<file path="config.mk">
export PLATFORM = sky130hd
export DESIGN_NAME = ws2812_bin_display_flat
export DESIGN_NICKNAME = d
export VERILOG_FILES = /design/src/rtl/ws2812_bin_display_if.sv /design/src/rtl/ws2812_bin_display.sv /design/src/flat_wrapper.sv
export SDC_FILE = /design/constraint.sdc
export NUM_CORES = 1
export LEC_CHECK = 0
export ABC_AREA = 1
export ABC_CLOCK_PERIOD_IN_PS = 3250
export CAP_MARGIN = 20
export CORE_MARGIN = 10
export CORE_UTILIZATION = 66
export CTS_CLUSTER_SIZE = 10
export DETAILED_ROUTE_END_ITERATION = 10
export PLACE_DENSITY_LB_ADDON = 0.1
export REMOVE_ABC_BUFFERS = 1
export SLEW_MARGIN = 0
export SYNTH_ARGS = -nofsm -noshare
export SYNTH_HDL_FRONTEND = slang
export SYNTH_SLANG_ARGS = --single-unit
</file>
<file path="constraint.sdc">
create_clock -name clk -period 3.25 [get_ports clk]
set_input_delay 0.975 -clock clk [delete_from_list [all_inputs] [get_ports clk]]
set_output_delay 0.975 -clock clk [all_outputs]
set_load 0.005 [all_outputs]
</file>
<file path="src/rtl/ws2812_bin_display_if.sv">
// Dominant-bin result from the max-bin finder plus the LED strip status lines.
interface ws2812_bin_display_if #(
  parameter int unsigned SAMPLES = 16
);
  localparam int unsigned IW = $clog2(SAMPLES);

  logic [IW-1:0] index_holder;
  logic          done;
  logic          led_dout;
  logic          busy;
  logic          frame_pending;

  modport master (
    output index_holder,
    output done,
    input  led_dout,
    input  busy,
    input  frame_pending
  );

  modport slave (
    input  index_holder,
    input  done,
    output led_dout,
    output busy,
    output frame_pending
  );
endinterface

</file>
<file path="src/rtl/ws2812_bin_display.sv">
// Displays the dominant FFT bin as a coloured bar on a WS2812-style LED strip.
// Optional macro HALF_BRIGHT_EN halves the transmitted red and blue values.
module ws2812_bin_display #(
  parameter int unsigned SAMPLES      = 16,
  parameter int unsigned NUM_LEDS     = 8,
  parameter int unsigned T0H          = 20,
  parameter int unsigned T1H          = 40,
  parameter int unsigned TBIT         = 63,
  parameter int unsigned RESET_CYCLES = 2600
) (
  input logic                clk,
  input logic                reset,
  ws2812_bin_display_if.slave bus
);

  localparam int unsigned L    = $clog2(SAMPLES);
  localparam int unsigned N    = $clog2(NUM_LEDS);
  localparam int unsigned LW   = (N > 0) ? N : 1;
  localparam int unsigned CMAX = (TBIT > RESET_CYCLES) ? TBIT : RESET_CYCLES;
  localparam int unsigned CW   = $clog2(CMAX + 1);

  typedef enum logic [2:0] {IDLE, LOAD, HIGH, LOW, LATCH} state_t;

  state_t        state, state_n;
  logic          prev_done;
  logic [L-1:0]  active_idx, active_idx_n;
  logic [L-1:0]  pend_idx, pend_idx_n;
  logic          frame_pending, frame_pending_n;
  logic [23:0]   word, word_n;
  logic [4:0]    bit_cnt, bit_cnt_n;
  logic [LW-1:0] led_cnt, led_cnt_n;
  logic [CW-1:0] cnt, cnt_n;
  logic          led_dout, led_dout_n;
  logic          busy, busy_n;

  logic          done_rise;
  logic [7:0]    red, blue, red_tx, blue_tx;
  logic [LW-1:0] top_led;
  logic [23:0]   led_word;

  function automatic logic [CW-1:0] high_time(input logic b);
    return b ? CW'(T1H - 1) : CW'(T0H - 1);
  endfunction

  function automatic logic [CW-1:0] low_time(input logic b);
    return b ? CW'(TBIT - T1H - 1) : CW'(TBIT - T0H - 1);
  endfunction

  assign done_rise = bus.done & ~prev_done;

  // Bin index to bar length and GRB colour for the LED currently being loaded.
  always_comb begin
    red     = 8'(active_idx) << (8 - L);
    blue    = 8'hFF - red;
`ifdef HALF_BRIGHT_EN
    red_tx  = red >> 1;
    blue_tx = blue >> 1;
`else
    red_tx  = red;
    blue_tx = blue;
`endif
    top_led  = LW'(active_idx >> (L - N));
    led_word = (led_cnt <= top_led) ? {8'h00, red_tx, blue_tx} : 24'h000000;
  end

  // Next-state, pending capture and serialiser datapath.
  always_comb begin
    state_n         = state;
    active_idx_n    = active_idx;
    pend_idx_n      = pend_idx;
    frame_pending_n = frame_pending;
    word_n          = word;
    bit_cnt_n       = bit_cnt;
    led_cnt_n       = led_cnt;
    cnt_n           = cnt;

    // Edges arriving mid-frame queue up; only the newest survives.
    if (done_rise && state != IDLE) begin
      pend_idx_n      = bus.index_holder;
      frame_pending_n = 1'b1;
    end

    case (state)
      IDLE: begin
        if (done_rise) begin
          active_idx_n = bus.index_holder;
          led_cnt_n    = '0;
          state_n      = LOAD;
        end
      end
      LOAD: begin
        word_n    = led_word;
        bit_cnt_n = 5'd23;
        cnt_n     = high_time(led_word[23]);
        state_n   = HIGH;
      end
      HIGH: begin
        if (cnt == '0) begin
          cnt_n   = low_time(word[23]);
          state_n = LOW;
        end else begin
          cnt_n = cnt - CW'(1);
        end
      end
      LOW: begin
        if (cnt == '0) begin
          if (bit_cnt != 5'd0) begin
            bit_cnt_n = bit_cnt - 5'd1;
            word_n    = {word[22:0], 1'b0};
            cnt_n     = high_time(word[22]);
            state_n   = HIGH;
          end else if (led_cnt != LW'(NUM_LEDS - 1)) begin
            led_cnt_n = led_cnt + LW'(1);
            state_n   = LOAD;
          end else begin
            cnt_n   = CW'(RESET_CYCLES - 1);
            state_n = LATCH;
          end
        end else begin
          cnt_n = cnt - CW'(1);
        end
      end
      LATCH: begin
        if (cnt == '0) begin
          // An edge on the final latch cycle is newer than any queued index.
          if (done_rise) begin
            active_idx_n    = bus.index_holder;
            frame_pending_n = 1'b0;
            led_cnt_n       = '0;
            state_n         = LOAD;
          end else if (frame_pending) begin
            active_idx_n    = pend_idx;
            frame_pending_n = 1'b0;
            led_cnt_n       = '0;
            state_n         = LOAD;
          end else begin
            state_n = IDLE;
          end
        end else begin
          cnt_n = cnt - CW'(1);
        end
      end
      default: state_n = IDLE;
    endcase

    led_dout_n = (state_n == HIGH);
    busy_n     = (state_n != IDLE);
  end

  // State and output registers with synchronous reset.
  always_ff @(posedge clk) begin
    if (reset) begin
      state         <= IDLE;
      prev_done     <= 1'b0;
      active_idx    <= '0;
      pend_idx      <= '0;
      frame_pending <= 1'b0;
      word          <= '0;
      bit_cnt       <= '0;
      led_cnt       <= '0;
      cnt           <= '0;
      led_dout      <= 1'b0;
      busy          <= 1'b0;
    end else begin
      state         <= state_n;
      prev_done     <= bus.done;
      active_idx    <= active_idx_n;
      pend_idx      <= pend_idx_n;
      frame_pending <= frame_pending_n;
      word          <= word_n;
      bit_cnt       <= bit_cnt_n;
      led_cnt       <= led_cnt_n;
      cnt           <= cnt_n;
      led_dout      <= led_dout_n;
      busy          <= busy_n;
    end
  end

  assign bus.led_dout      = led_dout;
  assign bus.busy          = busy;
  assign bus.frame_pending = frame_pending;

endmodule

</file>
<file path="src/flat_wrapper.sv">
// flat-port wrapper written by rule: the top's interface ports become plain ports
module ws2812_bin_display_flat 
#(
  parameter int unsigned SAMPLES      = 16,
  parameter int unsigned NUM_LEDS     = 8,
  parameter int unsigned T0H          = 20,
  parameter int unsigned T1H          = 40,
  parameter int unsigned TBIT         = 63,
  parameter int unsigned RESET_CYCLES = 2600
)
  (clk, reset, bus_index_holder, bus_done, bus_led_dout, bus_busy, bus_frame_pending);
  ws2812_bin_display_if #(.SAMPLES(SAMPLES)) bus_i ();
  input logic clk;
  input logic reset;
  input wire logic [$bits(bus_i.index_holder)-1:0] bus_index_holder;
  input wire logic [$bits(bus_i.done)-1:0] bus_done;
  output wire logic [$bits(bus_i.led_dout)-1:0] bus_led_dout;
  output wire logic [$bits(bus_i.busy)-1:0] bus_busy;
  output wire logic [$bits(bus_i.frame_pending)-1:0] bus_frame_pending;
  assign bus_i.index_holder = bus_index_holder;
  assign bus_i.done = bus_done;
  assign bus_led_dout = bus_i.led_dout;
  assign bus_busy = bus_i.busy;
  assign bus_frame_pending = bus_i.frame_pending;
  ws2812_bin_display #(.SAMPLES(SAMPLES), .NUM_LEDS(NUM_LEDS), .T0H(T0H), .T1H(T1H), .TBIT(TBIT), .RESET_CYCLES(RESET_CYCLES)) u_core (.clk(clk), .reset(reset), .bus(bus_i));
endmodule
</file>
==> results of run 1 <==
## power breakdown
group / switching (mW) / leakage, nW / internal [mW] / total [mW]
sequential: 0.0951 / 0.481 / 0.860 / 0.955
combinational: 0.912 / 0.933 / 0.431 / 1.34
clock: 0.332 / 0.102 / 0.436 / 0.768
## synthesized netlist by cell type (3+ instances only)
master | instances | share of area (%)
nand2_1 | 132 | 16
dfxtp_1 | 59 | 38
nor2_1 | 53 | 6.4
inv_1 | 42 | 5.1
a21oi_1 | 39 | 6.3
nand3_1 | 26 | 4.2
o21ai_0 | 24 | 3.9
inv_2 | 10 | 1.2
ha_1 | 9 | 3.6
a31oi_1 | 8 | 1.6
nand2_2 | 6 | 1.2
clkbuf_1 | 5 | 0.60
nor3_1 | 5 | 0.80
o21ai_1 | 5 | 0.80
nand4_1 | 4 | 0.80
nor2_2 | 4 | 0.80
nor2_4 | 4 | 1.4
xor2_1 | 4 | 1.1
buf_6 | 3 | 1.1
## state kept, by name, indices dropped and copies added (netlist names)
signal and flops:
u_core.bus.busy 1, u_core.active_idx 4, u_core.led_cnt 3, u_core.pend_idx 4
u_core.state 3, u_core.bus.led_dout 1, u_core.prev_done 1, u_core.word 24
u_core.bit_cnt 5, u_core.cnt 12, u_core.bus.frame_pending 1
## cells by family (layout without fill, tap and decap cells)
| kind of cell | after synthesis | in the layout | share of synthesized area (%) |
|---|---|---|---|
| AND/OR/NAND/NOR | 241 | 241 | 34.2 |
| AO/OA/AOI/OAI | 82 | 82 | 14.1 |
| buffers and inverters | 64 | 78 | 8.75 |
| flip-flops | 59 | 59 | 37.9 |
| adder cells (fa/ha/maj) | 9 | 9 | 3.61 |
| XOR/XNOR | 5 | 5 | 1.41 |
## worst paths after layout
check	from	endpoint	depth (start not counted)
worst min-delay path	u_core.pend_idx[0]$_SDFFE_PP0P_	u_core.pend_idx[0]$_SDFFE_PP0P_	2
worst min register to register	u_core.pend_idx[0]$_SDFFE_PP0P_	u_core.pend_idx[0]$_SDFFE_PP0P_	2
worst max-delay path	bus_done	u_core.led_cnt[0]$_SDFFE_PP0P_	10
worst max register to register	u_core.cnt[0]$_SDFFE_PP0P_	u_core.word[4]$_SDFFE_PP0P_	9
## critical path, delay by kind of cell
| kind | cells | cell delay, ns |
|---|---|---|
| buffers and inverters | 2 | 0.51 |
| AO/OA/AOI/OAI | 2 | 0.33 |
| AND/OR/NAND/NOR | 6 | 0.67 |
## final cells by class
cell class,instances,area [um^2],area share (%)
clock buffer,9,124,3.62
sequential,59,1180,34.5
inverter,52,195,5.70
clock inverter,7,100,2.92
multi-input combinational,337,1660,48.5
tap,52,65.1,1.90
timing repair buffer,10,97.6,2.85
## stage by stage
stage | hold slack, ns | power, mW | cell area, um^2 | utilization [%]
2_1_floorplan | 0.426 | 1.97 | 3040 | -
3_3_place_gp | 0.436 | 2.22 | 3200 | 71.5
3_5_place_dp | 0.443 | 2.27 | 3200 | 71.5
4_1_cts | 0.453 | 3.04 | 3420 | 76.5
5_1_grt | 0.462 | 3.29 | 3420 | 76.5
6_report | 0.448 | 3.07 | 3420 | 76.5
## routing by layer
metal / wire length [um] / share of wire [%]
met2: 3280 / 47
met1: 3100 / 44
met3: 515 / 7.4
met5: 0 / 0
met4: 91 / 1.3
==> qor.yml, run 1 <==
timing:
  finalSetupViolations: 0
  slew_viol_final: 0
  fin_setup_tns_ns: 0
  fin_crit_sh_pct: 69.5
  period_minus_slack_ns: 2.26
  hold_violations: 0
  worst_pin_slew_ns: 0.563
  setup_ws_ns: 0.991
  fmax_ghz: 0.443
  slew-limit-headroom_pct: 62.3
  worst_clock_skew_ns: 0.00566
  rsz0062_at_grt: "false"
global_routing:
  met2_usage_pct: 29.8
  grt_pass1_wl_um: 11800
  gr-total-overflow: 0
  use_met1_pct: 23.5
  grt-busiest-layer: "met2"
  antenna_found_initial: 0
  met3_usage_pct: 5.42
  grt_max_degree: 35
  grt_pass1_vias: 2641
  grtUsageTotal_pct: 18.8
setup_path:
  slowest_delay_ns: 0.46
  r2r_setup_slack_ns: 1.04
  worstPathMaxFanout: 6
  worstSetupStartpointType: "input port"
  critical_path.cell_chain: "clkdlybuf4s50_1, inv_1, nor2_1, nor2_1, o21ai_2, nand2_1, nor2_2, o21ai_0, nand2_1, nor2_1"
  endpoint_kind: "flop"
  crit_top_cell: "nor2_1"
  crit_type: "in -> reg"
  arrival_ns: 2.50
  cp_data_required_time_ns: 3.49
  crit_slowest_cell: "clkdlybuf4s50_1"
floorplan:
  die_w_um: 88.7
  die_area_um2: 7870
  start_util_pct: 69.6
  placement_rows: 24
  coreArea_um2: 4470
  ios: 10
  die_y_um: 88.7
logic_synthesis:
  syn_area_per_cell_um2: 6.77
  synth_edf_count: 0
  synthArstFlopShare_pct: 0
  ys.flop_type: "dfxtp_1"
  netlist_instances: 460
  yosysWarnings: 0
  synth_area_um2: 3120
  ys_seq_area_share_pct: 37.9
  synth_seq_cells: 59
  ys_types: 31
detailed_routing:
  drc: 0
  dr.first_iter.drc_count: 271
  drt_wl_total_um: 6980
  vias_per_cell: 5.55
  num_vias: 2920
  firstDrtPassIters: 5
  ant_nets: 0
  avgRoutedWirePerCell_um: 13.3
clocking:
  root_buffer: "clkbuf_8"
  clkLatencyLatePin_ns: 0.34
  clockBufferDepth: 2
  cts_hold_buf: 0
  clkTransAtPathRegs_ns: 0.07
  cts_sinks: 59
  post_cts_buffers: 0
  numCtsBuffers: 9
  cts_tree: "built"
  h-tree-depth: 3
  post_cts_resize_count: 0
cells_and_area:
  fill_cells: 331
  final_cell_mix: "nand2_1, dfxtp_1, nor2_1"
  fin_cells: 526
  n_antenna_cell: 0
  layout-drive-gt1-share_pct: 10.3
  final_nets: 485
  area.growth.synth_to_final_pct: 9.92
  mostFrequentLayoutCell: "nand2_1"
min_path:
  hp-class: "reg -> reg"
placed_design:
  dp.cells: 510
  dp_hpwl_um: 4760
  portBuffers: 9
  place.gp.congestion: 0.892
  pre_cts_ws_ns: 0.654
outcome:
  status: "finished, final reports clean"
pwr:
  p_leak_nw: 1.52
  p_per_area_nw_per_um2: 895
  ir_worst_vdd_mv: 0.585
run:
  drv_cap: 0
(Power assumes the default switching activity.)
==> inputs of run 2 (changes only) <==
- ABC_CLOCK_PERIOD_IN_PS: 3250 -> 2300
- CORE_UTILIZATION: 66 -> 61
- clock period: 3.25 -> 2.3 ns (I/O delays scaled with it)
==> run 2 against run 1 <==
Global-route usage decreased by 1.9 points. Highest routed layer unchanged. Sequential share of layout area decreased by 0.62 points. Flip-flop and latch count unchanged. Hold slack about the same. Count of clock-buffer cells in the layout increased by 2. Core utilization decreased by 4.6 points. Critical path type is now reg -> reg. Clock skew about the same. Critical path depth increased by 1. Routed wire length decreased by 0.69%. Cell count increased by 3.4%.
==> qor.yml, run 2 (synthesis gave the netlist of run 1 again) <==
cells_and_area:
  reg_top3: "u_core.word: 24 flops, u_core.cnt: 12 flops, u_core.bit_cnt: 5 flops"
  utilization_pct: 71.9
  top_register: "u_core.word"
  final_cell_mix: "nand2_1, dfxtp_1, nor2_1"
  largest_reg_flops: 24
  final_nets: 489
  mostFrequentLayoutCell: "nand2_1"
  area.growth.synth_to_final_pct: 11.9
  layout-drive-gt1-share_pct: 10.9
  final_cell_area_um2: 3490
  n_antenna_cell: 0
placed_design:
  placed_area_um2: 3260
  place.gp.congestion: 0.894
  dp_hpwl_um: 4780
  pre_cts_ws_ns: -0.00145
  portBuffers: 9
timing:
  rsz0062_at_grt: "false"
  worst_clock_skew_ns: 0.00589
  slew-limit-headroom_pct: 63.6
  setup_ws_ns: 0.214
  worst_pin_slew_ns: 0.546
  fin_crit_sh_pct: 90.7
  hold_violations: 0
  period_minus_slack_ns: 2.09
  fmax_ghz: 0.479
  slew_viol_final: 0
  finalSetupViolations: 0
  fin_setup_tns_ns: 0
setup_path:
  r2r_setup_slack_ns: 0.21
  cp_data_required_time_ns: 2.56
  crit_type: "reg -> reg"
  endpoint_kind: "flop"
  arrival_ns: 2.35
  worstPathMaxFanout: 25
  worstSetupStartpointType: "flop"
floorplan:
  placement_rows: 25
  die_w_um: 91.5
  die_area_um2: 8370
  ios: 10
  coreArea_um2: 4850
  start_util_pct: 64.3
  die_y_um: 91.5
clocking:
  cts_sinks: 59
  h-tree-depth: 3
  root_buffer: "clkbuf_8"
  cts_tree: "built"
  numCtsBuffers: 9
  post_cts_buffers: 0
  cts_hold_buf: 0
  clockBufferDepth: 2
  post_cts_resize_count: 0
  clkLatencyLatePin_ns: 0.34
  clkTransAtPathRegs_ns: 0.06
detailed_routing:
  drc: 0
  num_vias: 2877
  ant_nets: 0
  dr.first_iter.drc_count: 286
  avgRoutedWirePerCell_um: 12.8
  firstDrtPassIters: 6
  drt_wl_total_um: 6940
  vias_per_cell: 5.29
pwr:
  total_power_mw: 4.34
  p_leak_nw: 1.55
  p_per_area_nw_per_um2: 1250
  ir_worst_vdd_mv: 0.647
global_routing:
  grt_pass1_vias: 2737
  gr-total-overflow: 0
  grt_pass1_wl_um: 11900
  antenna_found_initial: 0
  grtUsageTotal_pct: 16.9
  grt_max_degree: 38
outcome:
  status: "finished, final reports clean"
min_path:
  hp-class: "reg -> reg"
run:
  drv_cap: 0
run 2: cell types whose count changed in the layout (fill, tap and decap cells not counted), sizes merged:
cell and delta:
clkinv +2, buf +4, clkinvlp -3, inv -2, clkbuf +2
run 2: report_power, final:
group | switching, mW | internal (mW) | total [mW]
clock | 0.411 | 0.663 | 1.07
combinational | 1.27 | 0.647 | 1.92
sequential | 0.135 | 1.22 | 1.35
total | 1.82 | 2.53 | 4.34
run 2: worst paths after layout:
| kind | from | endpoint | depth (start not counted) |
|---|---|---|---|
| max | u_core.bit_cnt[0]$_SDFFE_PP0P_ | u_core.word[19]$_SDFFE_PP0P_ | 11 |
| min | u_core.pend_idx[1]$_SDFFE_PP0P_ | u_core.pend_idx[1]$_SDFFE_PP0P_ | 2 |
| max reg2reg | u_core.bit_cnt[0]$_SDFFE_PP0P_ | u_core.word[19]$_SDFFE_PP0P_ | 11 |
| min reg2reg | u_core.pend_idx[1]$_SDFFE_PP0P_ | u_core.pend_idx[1]$_SDFFE_PP0P_ | 2 |
run 2: cell type report:
type / instances / area (um^2)
clock buffers: 11 / 151
inverters: 52 / 195
well taps: 67 / 83.8
clock inverters: 4 / 73.8
multi-input cells: 337 / 1660
repair buffers: 14 / 140
fillers: 439 / 1360
flip-flops and latches: 59 / 1180
run 2: worst max-delay path: stages, from the launching register on:
cell and delay [ns]:
dfxtp_1 0.32, inv_1 0.10, ha_1 0.17, nand2_1 0.05
nor2_1 0.21, inv_1 0.15, nand2_1 0.14, nand2_1 0.07
nand2_2 0.37, buf_4 0.23, nand2_1 0.05, a21oi_1 0.15
run 2: per-layer routing:
metal	part of all wire [%]	track usage (%)	up-vias
met5	0	0	-
met4	1.8	8.62	0
met3	4.7	3.37	14
met2	46	26.9	65
met1	47	21.2	1288
li1	-	-	1510
run 2: per-stage QoR:
step,hold WS [ns],instances
floorplan,0.426,448
global placement,0.435,529
detailed placement,0.443,529
CTS,0.452,544
global route,0.470,544
finish,0.448,544
